==> src/rtl/fsqrt_pkg.sv <==
// Shared types and constants for the fsqrt request arbiter.
package fsqrt_pkg;

    localparam int unsigned FSQRT_LATENCY = 3;
    localparam int unsigned WORD_W        = 32;
    localparam int unsigned ID_W          = 4;

    typedef struct packed {
        logic            valid;
        logic [ID_W-1:0] id;
    } fsqrt_tag_t;

    // Round-robin successor of requester w among n requesters.
    function automatic logic [ID_W-1:0] rr_next(input logic [ID_W-1:0] w, input int unsigned n);
        if (32'(w) + 32'd1 >= n) begin
            return '0;
        end
        return w + ID_W'(1);
    endfunction

endpackage

==> src/rtl/fsqrt_arbiter_rr_arbiter.sv <==
// Combinational round-robin arbiter: first requester at or after ptr wins.
module rr_arbiter
    import fsqrt_pkg::*;
#(
    parameter int unsigned N_REQ = 4
) (
    input  logic [N_REQ-1:0] req_i,
    input  logic [ID_W-1:0]  ptr_i,
    input  logic             en_i,
    output logic [N_REQ-1:0] grant_c_o,
    output logic [ID_W-1:0]  winner_c_o,
    output logic             found_c_o
);

    localparam int unsigned IDX_W = (N_REQ > 1) ? $clog2(N_REQ) : 1;

    int unsigned idx;

    always_comb begin
        grant_c_o  = '0;
        winner_c_o = '0;
        found_c_o  = 1'b0;
        idx        = 0;
        for (int unsigned off = 0; off < N_REQ; off++) begin
            idx = 32'(ptr_i) + off;
            if (idx >= N_REQ) begin
                idx = idx - N_REQ;
            end
            if (en_i && !found_c_o && req_i[IDX_W'(idx)]) begin
                found_c_o              = 1'b1;
                grant_c_o[IDX_W'(idx)] = 1'b1;
                winner_c_o             = ID_W'(idx);
            end
        end
    end

endmodule

==> src/rtl/fsqrt_arbiter.sv <==
// Shares one fixed-latency fsqrt pipeline among N_REQ requesters, routing each
// result back to its issuer via a tag shift register matched to the pipe depth.
module fsqrt_arbiter
    import fsqrt_pkg::*;
#(
    parameter int unsigned N_REQ   = 4,
    parameter int unsigned LATENCY = FSQRT_LATENCY
) (
    input  logic                    clk,
    input  logic                    rstn,
    input  logic [N_REQ-1:0]        req_valid,
    output logic [N_REQ-1:0]        req_ready,
    input  logic [WORD_W*N_REQ-1:0] req_src,
    input  logic                    flush,
    output logic [WORD_W-1:0]       sqrt_src,
    input  logic [WORD_W-1:0]       sqrt_dest,
    output logic [N_REQ-1:0]        resp_valid,
    output logic [WORD_W-1:0]       resp_dest,
    output logic                    busy,
    output logic [WORD_W-1:0]       issue_count
);

    localparam int unsigned IDX_W     = (N_REQ > 1) ? $clog2(N_REQ) : 1;
    // One extra stage covers the sqrt_src register in front of the pipeline.
    localparam int unsigned TAG_DEPTH = LATENCY + 1;

    logic [N_REQ-1:0][WORD_W-1:0] src_w;
    logic [N_REQ-1:0]             grant;
    logic [ID_W-1:0]              winner;
    logic                         fire;
    logic [WORD_W-1:0]            sel_src;
    fsqrt_tag_t                   last_tag;

    fsqrt_tag_t        tag_q [TAG_DEPTH];
    fsqrt_tag_t        tag_d [TAG_DEPTH];
    logic [ID_W-1:0]   ptr_q, ptr_d;
    logic [WORD_W-1:0] sqrt_src_q, sqrt_src_d;
    logic [N_REQ-1:0]  resp_valid_q, resp_valid_d;
    logic [WORD_W-1:0] resp_dest_q, resp_dest_d;
    logic [WORD_W-1:0] issue_count_q, issue_count_d;
    logic              busy_q, busy_d;

    assign src_w = req_src;

    rr_arbiter #(
        .N_REQ (N_REQ)
    ) u_rr_arbiter (
        .req_i      (req_valid),
        .ptr_i      (ptr_q),
        .en_i       (rstn & ~flush),
        .grant_c_o  (grant),
        .winner_c_o (winner),
        .found_c_o  (fire)
    );

    assign req_ready = grant;
    assign sel_src   = src_w[IDX_W'(winner)];
    assign last_tag  = tag_q[TAG_DEPTH-1];

    // Next-state: issue, tag shift, response capture, bookkeeping.
    always_comb begin
        tag_d[0]      = '0;
        ptr_d         = ptr_q;
        sqrt_src_d    = sqrt_src_q;
        resp_valid_d  = '0;
        resp_dest_d   = resp_dest_q;
        issue_count_d = issue_count_q + WORD_W'(fire);

        if (fire) begin
            tag_d[0].valid = 1'b1;
            tag_d[0].id    = winner;
            ptr_d          = rr_next(winner, N_REQ);
            sqrt_src_d     = sel_src;
        end

        for (int unsigned k = 1; k < TAG_DEPTH; k++) begin
            tag_d[k] = flush ? '0 : tag_q[k-1];
        end

        if (last_tag.valid && !flush) begin
            resp_valid_d = N_REQ'(1) << last_tag.id;
            resp_dest_d  = sqrt_dest;
        end

        busy_d = |resp_valid_d;
        for (int unsigned k = 0; k < TAG_DEPTH; k++) begin
            busy_d = busy_d | tag_d[k].valid;
        end
    end

    always_ff @(posedge clk or negedge rstn) begin
        if (!rstn) begin
            for (int unsigned k = 0; k < TAG_DEPTH; k++) begin
                tag_q[k] <= '0;
            end
            ptr_q         <= '0;
            sqrt_src_q    <= '0;
            resp_valid_q  <= '0;
            resp_dest_q   <= '0;
            issue_count_q <= '0;
            busy_q        <= 1'b0;
        end else begin
            for (int unsigned k = 0; k < TAG_DEPTH; k++) begin
                tag_q[k] <= tag_d[k];
            end
            ptr_q         <= ptr_d;
            sqrt_src_q    <= sqrt_src_d;
            resp_valid_q  <= resp_valid_d;
            resp_dest_q   <= resp_dest_d;
            issue_count_q <= issue_count_d;
            busy_q        <= busy_d;
        end
    end

    assign sqrt_src    = sqrt_src_q;
    assign resp_valid  = resp_valid_q;
    assign resp_dest   = resp_dest_q;
    assign issue_count = issue_count_q;
    assign busy        = busy_q;

endmodule

==> config.mk <==
export PLATFORM = sky130hd
export DESIGN_NAME = fsqrt_arbiter
export DESIGN_NICKNAME = d
export VERILOG_FILES = /design/src/rtl/fsqrt_pkg.sv /design/src/rtl/fsqrt_arbiter_rr_arbiter.sv /design/src/rtl/fsqrt_arbiter.sv
export SDC_FILE = /design/constraint.sdc
export NUM_CORES = 1
export LEC_CHECK = 0
export ABC_AREA = 1
export CAP_MARGIN = 20
export CELL_PAD_IN_SITES_DETAIL_PLACEMENT = 0
export CELL_PAD_IN_SITES_GLOBAL_PLACEMENT = 1
export CORE_ASPECT_RATIO = 1.75
export CORE_MARGIN = 5
export CORE_UTILIZATION = 28
export DETAILED_ROUTE_END_ITERATION = 6
export GPL_ROUTABILITY_DRIVEN = 0
export PLACE_DENSITY = 0.88
export SKIP_LAST_GASP = 1
export SLEW_MARGIN = 20
export SYNTH_ARGS = -nofsm -noshare
export SYNTH_HDL_FRONTEND = slang
export SYNTH_HIERARCHICAL = 1
export SYNTH_SLANG_ARGS = --single-unit
export TNS_END_PERCENT = 100
==> constraint.sdc <==
create_clock -name clk -period 3.25 [get_ports clk]
set_clock_uncertainty 0.2 [all_clocks]
set_input_delay 0.4875 -clock clk [delete_from_list [all_inputs] [get_ports clk]]
set_output_delay 0.4875 -clock clk [all_outputs]
set_load 0.05 [all_outputs]
# ---- Word-level counts from Yosys, hierarchy flattened
# Index checks and enable logic that the tools add are counted.
dict set report op_classes {
  mux 43
  eq_ne 0
  n_lt_le_gt_ge 14
  n_reduce_logical 17
  multipliers 0
  div 0
  n_bitwise 9
  shifts 1
  n_addsub 10
}
# cell n
set op_table {}
lappend op_table {{binary-select mux 32 bit (select 2 bit)} 1}
lappend op_table {{2-to-1 mux 4 bit} 15}
lappend op_table {{adder 32 x 1 -> 32 bit} 1}
lappend op_table {{2-to-1 mux 32 bit} 1}
lappend op_table {{greater-or-equal comparator 5 x 3 -> 1 bit, second input constant} 4}
lappend op_table {{2-to-1 mux 5 bit} 4}
lappend op_table {{subtractor 4 x 3 -> 4 bit, second input constant} 4}
lappend op_table {{< comparator 2 x 3 -> 1 bit, second input constant} 5}
lappend op_table {{2-to-1 mux 1 bit} 14}
lappend op_table {{logical AND 1 bit} 12}
lappend op_table {{bitwise OR 4 bit} 3}
lappend op_table {{adder 4 x 1 -> 5 bit, second input constant} 2}
lappend op_table {{adder 4 x 2 -> 5 bit, second input constant} 2}
lappend op_table {{binary-select mux 1 bit (select 2 bit)} 4}
lappend op_table {{demux 1 bit (select 2 bit)} 4}
lappend op_table {{greater-or-equal comparator 2 x 1 -> 1 bit, second input constant} 4}
lappend op_table {{adder 4 x 1 -> 4 bit, second input constant} 1}
lappend op_table {{greater-or-equal comparator 4 x 3 -> 1 bit, second input constant} 1}
lappend op_table {{logical NOT 1 bit} 4}
lappend op_table {{bitwise OR 1 bit} 4}
lappend op_table {{OR reduction 4 bit} 1}
lappend op_table {{left shift 1 x 4 -> 4 bit, first input constant} 1}
lappend op_table {{bitwise AND 1 bit} 1}
lappend op_table {{NOT 1 bit} 1}
dict set report word_totals {
  mem_bits_rw 0
  n_memories 0
  rom_bits 0
  wordCells 108
  ff_bits 125
  in_bits 167
  latch_bits 0
}

# ---- Depth between registers and ports, before layout
# Gate-level depths: netlist of run 1.
dict set report logic_depth {
  word_depth 23
  mapped_depth 19
  mapped_depth_nobuf 19
}

# ---- By module
# Netlist of run 1, hierarchy kept.
# module area_each_um2 seq_area_each_um2 n_inst cells_each
set modules_own_cells {}
lappend modules_own_cells {fsqrt_arbiter 6261.0 3128.0 1 851}
lappend modules_own_cells {rr_arbiter 902.1 0.0 1 164}

# ---- Worst setup path before layout of run 1
# Ideal clock, no wire load.
dict set report synth_timing {
  path_type {reg2reg}
  start {register ptr_q[1]}
  end {register issue_count_q[30] (netlist: issue_count[30])}
  setup_time_ns 0.120
  arrival_ns 2.759
  stages_incl_launch_ff 19
  required_ns 2.930
  slack_ns 0.172
  cell_sequence {dfrtp_1 buf_2 inv_1 ha_1 inv_1 nand3_1 nand2_1 a31oi_2 nand2_1 nand2_1 ha_1 ha_1 inv_1 nor2_2 nand2_1 nor2_4 nand2_1 nand2_1 nand2_1}
}
dict set report synth_between {
  elab_chain_len 19
  elab_cells_between_ends 38
}
# element line
set synth_rtl {}
lappend synth_rtl {{start, declared} fsqrt_arbiter.sv:36} ;# logic [ID_W-1:0] ptr_q, ptr_d;
lappend synth_rtl {{start signal, assigned} fsqrt_arbiter.sv:106} ;# ptr_q <= ptr_d;
lappend synth_rtl {{branches (longest 17 deep; another with adder 4 x 1 -> 5 bit)} -}
lappend synth_rtl {{2-to-1 mux 1 bit *} fsqrt_arbiter_rr_arbiter.sv:29} ;# if (en_i && !found_c_o && req_i[IDX_W'(idx)]) begin
lappend synth_rtl {{via fire} fsqrt_arbiter.sv:30} ;# logic fire;
lappend synth_rtl {{adder 32 x 1 -> 32 bit *} fsqrt_arbiter.sv:67} ;# issue_count_d = issue_count_q + WORD_W'(fire);
lappend synth_rtl {{via issue_count_d[30]} fsqrt_arbiter.sv:40} ;# logic [WORD_W-1:0] issue_count_q, issue_count_d;
lappend synth_rtl {{end signal, assigned} fsqrt_arbiter.sv:110} ;# issue_count_q <= issue_count_d;
lappend synth_rtl {{end, declared} fsqrt_arbiter.sv:40}
# Mark *: on every way through the listed nets, which the timed path passes. The select of a mux whose other input is x is not followed.
# A chain may end at the register's enable or synchronous reset.

# ---- Worst setup path in the final report of run 1
dict set report layout_timing {
  start {register ptr_q[0]}
  end {output port req_ready[3]}
}
dict set report layout_between {
  elab_chain_len 18
  elab_cells_between_ends 63
}
# element line
set layout_rtl {}
lappend layout_rtl {{branches (longest 17 deep; another with adder 4 x 1 -> 5 bit)} -}
lappend layout_rtl {{2-to-1 mux 4 bit *} fsqrt_arbiter_rr_arbiter.sv:29}
lappend layout_rtl {{end, declared} fsqrt_arbiter.sv:12} ;# output logic [N_REQ-1:0] req_ready,
# Every way passes the cells marked *. The select of a mux whose other input is x is not followed.

==> results.md, run 1 <==
* Status: finished with violations
* Failing checks: hold timing
* Initial antenna violation count at 1
* PwrDens at approximately 950 mW/mm2
* Worst EP required at approximately 2.6 ns
* DRC viols at 0
* Overall Power at between 0.01 and 0.015 W
* Placed Instance Area at approximately 0.010 mm2
* Wirelength, routed at roughly 24 mm
* Switch share at 48.6%
* Mapped cell area at 0.00716 mm2
* Clock power share at a little under a fifth
* Post-Place Cells at roughly 1.6k
* Htree depth at 4
* Area grow syn2layout at 52.8%
* Wire length of the first global-routing pass at roughly 37 mm
* Fmax at about 320 MHz
* WS Path Type: flop to primary output
* Psw at about 0.005 W
* Syn Nets at between 1k and 1.5k
* Vias per std cell at around 4.4
* Slew headroom at 50.1%
* Critical Path End Type: primary output
* DRT iter0 DRCs at 253
* Per-cell routed wire length at about 15 um
* Post-synthesis sequential area ratio at between 40 and 50%
* Worst-Margin Slew at about 0.75 ns
* Die Wd at between 100 and 150 um
* Nets at around 1.5k
* Core Rows at 77
* Synthesized flop and latch total at 125
* Leakage Power at slightly above 5 nW
* Fin. Hold Viols at 34
* RSZ-0062 raised after global routing: yes
* Post-CTS setup buffers at 0
* Tcrit/Tclk final at a little over nine tenths
* Clk Latency, worst-skew pair at 0.43 ns
* Buffers on Ports at around 270
* Internal power at about 0.0053 W
* Max Slew Vio Count at 0
* Clock slew at reported path FFs at ~0.060 ns
* Flop pwr share at a little under a quarter
* R2R Setup Slk at ~0.22 ns
* Yosys warns at 6
* # fillers at 2584
* Maximum vdd drop at approximately 0.53 mV
* Clk Tree Root Cell: clkbuf_16
* Pin count of the biggest net entering global routing at approximately 130
* Die Area at roughly 0.029 mm2
* CTS sink count at 125
* Final setup fails at 0
* Vias at between 7k and 8k
* Initial Util at 28.4%
* Antenna Nets Post-Route at 0
* Fin area at approximately 0.011 mm2
* Tmin final at just over 3 ns
* HP Class: input pin to async pin
* FF/Latch Area at approximately 0.0031 mm2
* CP arrival at 2.41 ns
* Remaining global-route overflow at 0
* Max-cap viol count at 0
* Non-Filler Instances at around 1.6k
* Startpoint types: flop
* Gate power share at about three fifths
* Total CTS buffers at 17
* Share of post-route cells with drive strength above 1 at under 10%
* Post-DP HPWL at approximately 18 mm
* Post-Syn Area per Cell at just over 7 um2
* Worst r2r path cells at 18
* Worst R2R End: issue_count[30]
* R2R Path Start: ptr_q[0]
* Pre-antenna DRT Iters at 4
* Library cells used by synthesis at 32
* Maximum clock insertion buffer count at 2
* Post-synthesis instance total at ~1.0k
* Hold Worst Slack at -0.0582 ns
* Overall routing resource usage at 16.5%
* Die height at around 220 um
* Post_cts resized at 0
* Crit path max fanout at 11
* Crit path to: req_ready[3]
* IO Pins at 272
* CTS tree: built
* Placeable Area at between 0.02 and 0.03 mm2
* Critical Path Start: ptr_q[0]
* CTS hold repair buffers at 0
* Multi-input gate area at roughly 0.0035 mm2
* Vias in the first global route at 7168
[synthesized netlist by cell type (all sizes together)]
master / count / area share [%]
dfrtp: 125 / 44
o21ai: 99 / 7.0
nor4: 2 / 0.17
o22ai: 3 / 0.26
xnor2: 7 / 0.86
nand3b: 7 / 0.73
nand2: 336 / 18
nand3: 35 / 2.7
clkinv: 1 / 0.052
buf: 24 / 1.9
inv: 106 / 5.6
ha: 19 / 3.3
or2: 1 / 0.087
xor2: 12 / 1.5
a22oi: 1 / 0.10
nor2: 215 / 13
a31oi: 1 / 0.17
clkbuf: 14 / 0.73
nor3: 7 / 0.49
[power by group through the flow]
stage | combinational (W) | sequential, W | clock, W
after global placement | 0.00612 | 0.00237 | 0
after detailed placement | 0.00617 | 0.00238 | 0
final | 0.00609 | 0.00236 | 0.00190
after global routing | 0.00668 | 0.00242 | 0.00202
after CTS | 0.00618 | 0.00236 | 0.00196
after floorplan | 0.00253 | 0.00391 | 0
[flip-flops by register name, summed over array words and instances, names as in the netlist]
signal	cells
ptr_q	4
resp_valid	4
resp_dest	32
busy	1
sqrt_src	32
issue_count	32
last_tag	5
tag_q	15
[critical path: stages (launching register included)]
cell and delay [ns]:
dfrtp_1 0.42, inv_6 0.13, ha_2 0.32, inv_1 0.13, nand3_1 0.10, nand2_2 0.15
nand3_2 0.10, buf_4 0.17, nor3_1 0.13, nor2_1 0.06, nand2_1 0.11, buf_12 0.15
[kinds of logic after synthesis]
logic type,synth area share (%)
XOR/XNOR,2.32
AO/OA/AOI/OAI,7.51
adder cells (fa/ha/maj),3.32
buffers and inverters,8.30
AND/OR/NAND/NOR,34.9
flip-flops,43.7
[worst min-delay path by stage]
stage / slack [ns] / from / end / cells past startpoint
after floorplan: -0.008 / rstn / busy / 0
after global placement: 0.24 / tag_q[8] / last_tag[3] / 2
after detailed placement: 0.24 / tag_q[13] / tag_q[8] / 2
after CTS: 0.02 / rstn / issue_count[31] / 2
after global routing: 0.04 / rstn / sqrt_src[2] / 2
final: -0.06 / rstn / sqrt_src[3] / 2
[routing by layer]
| metal | GRT usage (%) | wire length (um) | part of all wire [%] | vias to the layer above |
|---|---|---|---|---|
| li1 | - | - | - | 3666 |
| met1 | 17.0 | 8620 | 37 | 3241 |
| met2 | 30.4 | 12800 | 54 | 209 |
| met3 | 3.30 | 1180 | 5.0 | 54 |
| met4 | 9.00 | 940 | 4.0 | 0 |
| met5 | 0 | 0 | 0 | - |
[area by class of cell]
| class | count | share of cell area [%] |
|---|---|---|
| clock inverter | 10 | 1.04 |
| antenna | 1 | 0.0229 |
| sequential | 125 | 28.6 |
| tap | 316 | 3.61 |
| inverter | 107 | 3.74 |
| timing repair buffer | 295 | 27.2 |
| multi-input combinational | 745 | 31.6 |
| clock buffer | 22 | 4.24 |
[stage by stage]
step / setup TNS [ns] / hold slack [ns] / util, % / worst slack [ns]
floorplan: 0 / -0.00809 / - / 0.172
global placement: 0 / 0.238 / 41.0 / 0.0596
detailed placement: 0 / 0.244 / 41.0 / 0.0399
CTS: 0 / 0.0209 / 43.3 / 0.0774
global route: -0.0611 / 0.0394 / 43.3 / -0.0188
finish: 0 / -0.0582 / 43.3 / 0.152
[layout by cell type, fill, tap and decap left out, drive strengths merged, types with 12 or more instances in the layout]
cell type,synthesis,final
buf,24,29
clkbuf,14,22
clkdlybuf4s50,0,266
dfrtp,125,125
ha,19,19
inv,106,107
nand2,336,336
nand3,35,35
nor2,215,215
o21ai,99,99
xor2,12,12
Power figures use the tool's default switching activity.
==> run 2: changes to the inputs <==
Settings changed: ABC_CLOCK_PERIOD_IN_PS from default to 3250, CORE_MARGIN 5 to default, SKIP_CTS_REPAIR_TIMING from default to 1.
==> run 2 against run 1 <==
Compared with the run above:
- the flow now finishes without violations
- wire length decreased by 4.0%
- via count is 0.14% higher
- final area barely moved
- fmax up 1.4%
- sequential power about the same
- combinational power about the same
- final cell count is 0.25% lower
- sequential share of layout area hardly changed
- global-route usage up 0.90 points
- critical endpoint is now req_ready[0]
==> results.md, run 2 (synthesis results as in run 1) <==
* PwrDens at 943 mW/mm2 (was 945 mW/mm2)
* GR peak layer: met2 (unchanged)
* Clock power share at 17.8% (was 18.3%)
* Initial antenna violation count at 0 (was 1)
* Gate power share at 59.3% (was 58.9%)
* Antenna Nets Post-Route at 0 (unchanged)
* Wirelength, routed at 22.6 mm (was 23.6 mm)
* Fin. Hold Viols at 0 (was 34)
* Die Area at 0.0263 mm2 (was 0.0290 mm2)
* Maximum clock insertion buffer count at 2 (unchanged)
* Per-cell routed wire length at 14.0 um (was 14.5 um)
* Met2 Usage GRT at 33.9% (was 30.4%)
* Nets at 1477 (unchanged)
* Diodes inserted at 0 (was 1)
* Overall Power at 0.0103 W (about the same)
* GR Util met3 at 2.98% (was 3.30%)
* Slew headroom at 50.2% (was 50.1%)
* R2R Setup Slk at 0.33 ns (was 0.22 ns)
* IO Pins at 272 (unchanged)
* Maximum vdd drop at 0.417 mV (was 0.526 mV)
* Area grow syn2layout at 52.9% (was 52.8%)
* Core Rows at 77 (unchanged)
* Flop pwr share at 22.9% (was 22.8%)
* Clk Latency, worst-skew pair at 0.42 ns (was 0.43 ns)
* Max-cap viol count at 0 (unchanged)
* Wire length of the first global-routing pass at 34.9 mm (was 37.3 mm)
* Most common cell after layout, fill and taps aside: nand2_1 (unchanged)
* DRC viols at 0 (unchanged)
* Worst Path Buf+Inv at 4 (unchanged)
* Pre-antenna DRT Iters at 4 (unchanged)
* Most frequent cells in the layout: 324 x nand2_1, 266 x clkdlybuf4s50_1, 202 x nor2_1 (unchanged)
* Psw at 0.00496 W (was 0.00502 W)
* Status: finished, final reports clean (was finished with violations)
* Initial Util at 28.4% (unchanged)
* CP peak stage delay at 0.42 ns (about the same)
* Clk Tree Root Cell: clkbuf_16 (unchanged)
* CTS tree: built (unchanged)
* Crit path max fanout at 11 (unchanged)
* Pin count of the biggest net entering global routing at 126 (unchanged)
* CP max-delay cell: dfrtp_1 (unchanged)
* Startpoint types: flop (unchanged)
* Die height at 214 um (was 222 um)
* Non-Filler Instances at 1617 (was 1621)
* Post-DP HPWL at 17.3 mm (was 18.0 mm)
* Vias in the first global route at 6991 (was 7168)
* Overall routing resource usage at 17.4% (was 16.5%)
* Tcrit/Tclk final at 94.0% (was 95.3%)
* CTS sink count at 125 (unchanged)
* Remaining global-route overflow at 0 (unchanged)
* Max Slew Vio Count at 0 (unchanged)
* Pre-CTS setup slack at -0.102 ns (was 0.0399 ns)
* CP arrival at 2.37 ns (was 2.41 ns)
* Setup ws final at 0.194 ns (was 0.152 ns)
* Vias per std cell at 4.44 (was 4.42)
* Buffers on Ports at 271 (unchanged)
* Total CTS buffers at 17 (unchanged)
* Internal power at 0.00537 W (was 0.00532 W)
* Final setup fails at 0 (unchanged)
* Tmin final at 3.06 ns (was 3.10 ns)
* Worst EP required at 2.56 ns (about the same)
* CP cell instances: inv_6 -> ha_4 -> inv_1 -> nand3_1 -> nand2_2 -> nand3_2 -> buf_4 -> nor3_1 -> nor2_1 -> nand2_1 -> buf_12 (was inv_6 -> ha_2 -> inv_1 -> nand3_1 -> nand2_2 -> nand3_2 -> buf_4 -> nor3_1 -> nor2_1 -> nand2_1 -> buf_12)
* DRT iter0 DRCs at 309 (was 253)
* Fmax at 327 MHz (was 323 MHz)
* WS Path Type: flop to primary output (unchanged)
* Routing usage on met1 at 17.3% (was 17.0%)
* Die Wd at 123 um (was 131 um)
* Clock slew at reported path FFs at 0.05 ns (was 0.06 ns)
* Share of post-route cells with drive strength above 1 at 6.92% (was 7.13%)
* Htree depth at 4 (unchanged)
* HP Class: input pin to async pin (unchanged)
* Placeable Area at 0.0252 mm2 (unchanged)
* Post-Place Cells at 1588 (unchanged)
* Leakage Power at 5.17 nW (was 5.16 nW)
* Switch share at 48.0% (was 48.6%)
* Critical Path End Type: primary output (unchanged)
* Cell family with most CP delay: simple AND/OR/NAND/NOR gates (unchanged)
* Vias at 7180 (was 7170)
* Worst-Margin Slew at 0.747 ns (was 0.749 ns)
* RSZ-0062 raised after global routing: no (was yes)
[run 2: cell types whose count changed in the layout (fill, tap and decap cells not counted), sizes merged]
cell      previous run  this run
clkinvlp             4         2
inv                107       106
diode                1         0
[run 2: through the flow]
stage	setup TNS, ns	area (um2)	util (%)	hold slack, ns
3_3_place_gp	-0.0295	10400	41.1	0.236
6_report	0	10900	43.4	0.000543
5_1_grt	0	10900	43.4	0.0489
3_5_place_dp	-1.21	10400	41.1	0.246
2_1_floorplan	0	7160	-	-0.00809
4_1_cts	0	10900	43.3	0.0467
[run 2: per-layer routing]
| metal | vias to the layer above | part of all wire [%] |
|---|---|---|
| met5 | - | 0 |
| met4 | 0 | 3.1 |
| met3 | 42 | 3.9 |
| met2 | 204 | 57 |
| met1 | 3267 | 36 |
| li1 | 3667 | - |
[run 2: final timing paths]
kind / from / to / cells past startpoint
hold / removal: rstn / issue_count[31] / 2
hold reg to reg: last_tag[2] / resp_valid[2] / 1
setup reg to reg: ptr_q[0] / sqrt_src[30] / 16
min in group clk: last_tag[2] / resp_valid[2] / 1
max in group asynchronous: rstn / resp_dest[4] / 2
setup / recovery: ptr_q[0] / req_ready[0] / 11
[run 2: final cells by class]
class                           instances  area (um2)
Clock buffer                           22         474
Clock inverter                          7        90.1
Fill cell                            2560       14300
Inverter                              107         407
Multi-Input combinational cell        745        3460
Sequential cell                       125        3130
Tap cell                              316         395
Timing Repair Buffer                  295        3000
[run 2: power by group through the flow]
stage | registers [W] | clock network, W | logic (W)
2_1_floorplan | 0.00391 | 0 | 0.00253
3_3_place_gp | 0.00237 | 0 | 0.00612
3_5_place_dp | 0.00239 | 0 | 0.00617
4_1_cts | 0.00237 | 0.00191 | 0.00618
5_1_grt | 0.00244 | 0.00197 | 0.00666
6_report | 0.00236 | 0.00184 | 0.00612
==> run 3: changes to the inputs <==
Settings changed: HOLD_SLACK_MARGIN from default to 0.06.
==> run 3 against run 2 <==
Compared with the run above:
- setup slack improved by 0.00064 ns
- count of clock-buffer cells in the layout stayed put
- core utilization is essentially flat
- clock power barely moved
==> results.md, run 3 (synthesis results as in run 1) <==
* Die Area at 0.0263 mm2 (unchanged)
* Overall Power at 0.0103 W (about the same)
* Per-cell routed wire length at 14.0 um (about the same)
* Total CTS buffers at 17 (unchanged)
* Startpoint types: flop (unchanged)
* Crit path max fanout at 11 (unchanged)
* Clock power share at 17.8% (about the same)
* Post-DP HPWL at 17.3 mm (unchanged)
* Vias per std cell at 4.44 (about the same)
* Vias in the first global route at 6991 (unchanged)
* Overall routing resource usage at 17.4% (unchanged)
* Remaining global-route overflow at 0 (unchanged)
* Fin. Hold Viols at 0 (unchanged)
* Gate power share at 59.3% (about the same)
* DRC viols at 0 (unchanged)
* Vias at 7176 (was 7180)
* Final setup fails at 0 (unchanged)
* Clk Latency, worst-skew pair at 0.42 ns (about the same)
* Routing usage on met1 at 17.3% (unchanged)
* Tmin final at 3.06 ns (about the same)
* CTS sink count at 125 (unchanged)
* Most frequent cells in the layout: 324 x nand2_1, 266 x clkdlybuf4s50_1, 202 x nor2_1 (unchanged)
* Die Wd at 123 um (unchanged)
* Critical Path End Type: primary output (unchanged)
* Initial antenna violation count at 0 (unchanged)
* Fmax at 327 MHz (about the same)
* Worst Path Buf+Inv at 4 (unchanged)
* Maximum clock insertion buffer count at 2 (unchanged)
* Switch share at 48.0% (about the same)
* Max Slew Vio Count at 0 (unchanged)
* Psw at 0.00496 W (about the same)
* GR peak layer: met2 (unchanged)
* Max-cap viol count at 0 (unchanged)
* CP arrival at 2.37 ns (about the same)
* Placed Instance Area at 0.0104 mm2 (unchanged)
* Tcrit/Tclk final at 94.0% (about the same)
* # fillers at 2559 (was 2560)
* PwrDens at 942 mW/mm2 (was 943 mW/mm2)
* DRT iter0 DRCs at 328 (was 309)
* GR Util met3 at 2.98% (unchanged)
* Met2 Usage GRT at 33.9% (unchanged)
* Pin count of the biggest net entering global routing at 126 (unchanged)
* Internal power at 0.00537 W (about the same)
* Maximum vdd drop at 0.417 mV (about the same)
* Wire length of the first global-routing pass at 34.9 mm (unchanged)
* Pre-CTS setup slack at -0.102 ns (unchanged)
* Clk Tree Root Cell: clkbuf_16 (unchanged)
* Flop pwr share at 22.9% (about the same)
* Pre-antenna DRT Iters at 4 (unchanged)
* Initial Util at 28.4% (unchanged)
* Diodes inserted at 0 (unchanged)
* Antenna Nets Post-Route at 0 (unchanged)
* CP peak stage delay at 0.42 ns (about the same)
* HP Class: flop to flop (was input pin to async pin)
* Most common cell after layout, fill and taps aside: nand2_1 (unchanged)
* Slew headroom at 49.3% (was 50.2%)
* Nets at 1478 (was 1477)
* Clock slew at reported path FFs at 0.05 ns (about the same)
* Status: finished, final reports clean (unchanged)
* CP max-delay cell: dfrtp_1 (unchanged)
* RSZ-0062 raised after global routing: no (unchanged)
* Fin area at 0.0110 mm2 (was 0.0109 mm2)
* Worst EP required at 2.56 ns (about the same)
* Post-route setup TNS at 0 ns (unchanged)
* Htree depth at 4 (unchanged)
* Wirelength, routed at 22.6 mm (about the same)
* CP cell instances: inv_6 -> ha_4 -> inv_1 -> nand3_1 -> nand2_2 -> nand3_2 -> buf_4 -> nor3_1 -> nor2_1 -> nand2_1 -> buf_12 (unchanged)
* Area grow syn2layout at 53.0% (was 52.9%)
* Cell family with most CP delay: simple AND/OR/NAND/NOR gates (unchanged)
* Placeable Area at 0.0252 mm2 (unchanged)
* WS Path Type: flop to primary output (unchanged)
* Setup ws final at 0.194 ns (about the same)
* Die height at 214 um (unchanged)
* Core Rows at 77 (unchanged)
* Leakage Power at 5.17 nW (about the same)
* CTS tree: built (unchanged)
* IO Pins at 272 (unchanged)
* Share of post-route cells with drive strength above 1 at 6.91% (was 6.92%)
* Worst-Margin Slew at 0.760 ns (was 0.747 ns)
* Buffers on Ports at 271 (unchanged)
==> run 3: changes by cell type in the layout (fill, tap and decap cells not counted), sizes merged <==
cell / delta
dlygate4sd3: +1
==> run 3: power by group through the flow <==
stage          sequential, W  combinational (W)  clock, W
3_5_place_dp         0.00239            0.00617         0
3_3_place_gp         0.00237            0.00612         0
6_report             0.00236            0.00612   0.00184
2_1_floorplan        0.00391            0.00253         0
5_1_grt              0.00244            0.00666   0.00197
4_1_cts              0.00237            0.00618   0.00191
==> run 3: cell type report <==
class | instances | area, um2 | share of cell area [%]
clock buffer | 22 | 474 | 4.33
clock inverter | 7 | 90.1 | 0.822
inverter | 107 | 407 | 3.71
multi-input combinational | 745 | 3460 | 31.6
sequential | 125 | 3130 | 28.5
tap | 316 | 395 | 3.61
timing repair buffer | 296 | 3010 | 27.4
==> run 3: per-layer routing <==
metal	share of wire, %	vias to the layer above
met2	57	200
li1	-	3667
met1	36	3265
met4	3.2	0
met5	0	-
met3	3.8	44
==> run 3: through the flow <==
| step | hold slack, ns | instances | utilization [%] |
|---|---|---|---|
| floorplan | -0.00809 | 1015 | - |
| global placement | 0.236 | 1588 | 41.1 |
| detailed placement | 0.246 | 1588 | 41.1 |
| CTS | 0.0467 | 1617 | 43.3 |
| global route | 0.275 | 1618 | 43.4 |
| finish | 0.255 | 1618 | 43.4 |
==> run 3: worst paths after layout <==
kind                       slack, ns   startpoint  cells after the start             to
max                             0.19     ptr_q[0]                     11   req_ready[0]
min reg2reg                     0.26  last_tag[2]                      1  resp_valid[2]
max reg2reg                     0.32     ptr_q[0]                     16   sqrt_src[31]
max in group asynchronous       1.68         rstn                      3   resp_dest[4]
min                             0.26  last_tag[2]                      1  resp_valid[2]
min in group asynchronous       0.61         rstn                      3    sqrt_src[2]
==> run 3: worst register-to-register path, delay by kind of cell, from the launching register on <==
| family | cells | cell delay, ns |
|---|---|---|
| flops | 1 | 0.41 |
| fa+ha+maj | 1 | 0.31 |
| compound gates | 2 | 0.18 |
| simple gates | 9 | 0.91 |
| buf+inv | 4 | 0.77 |
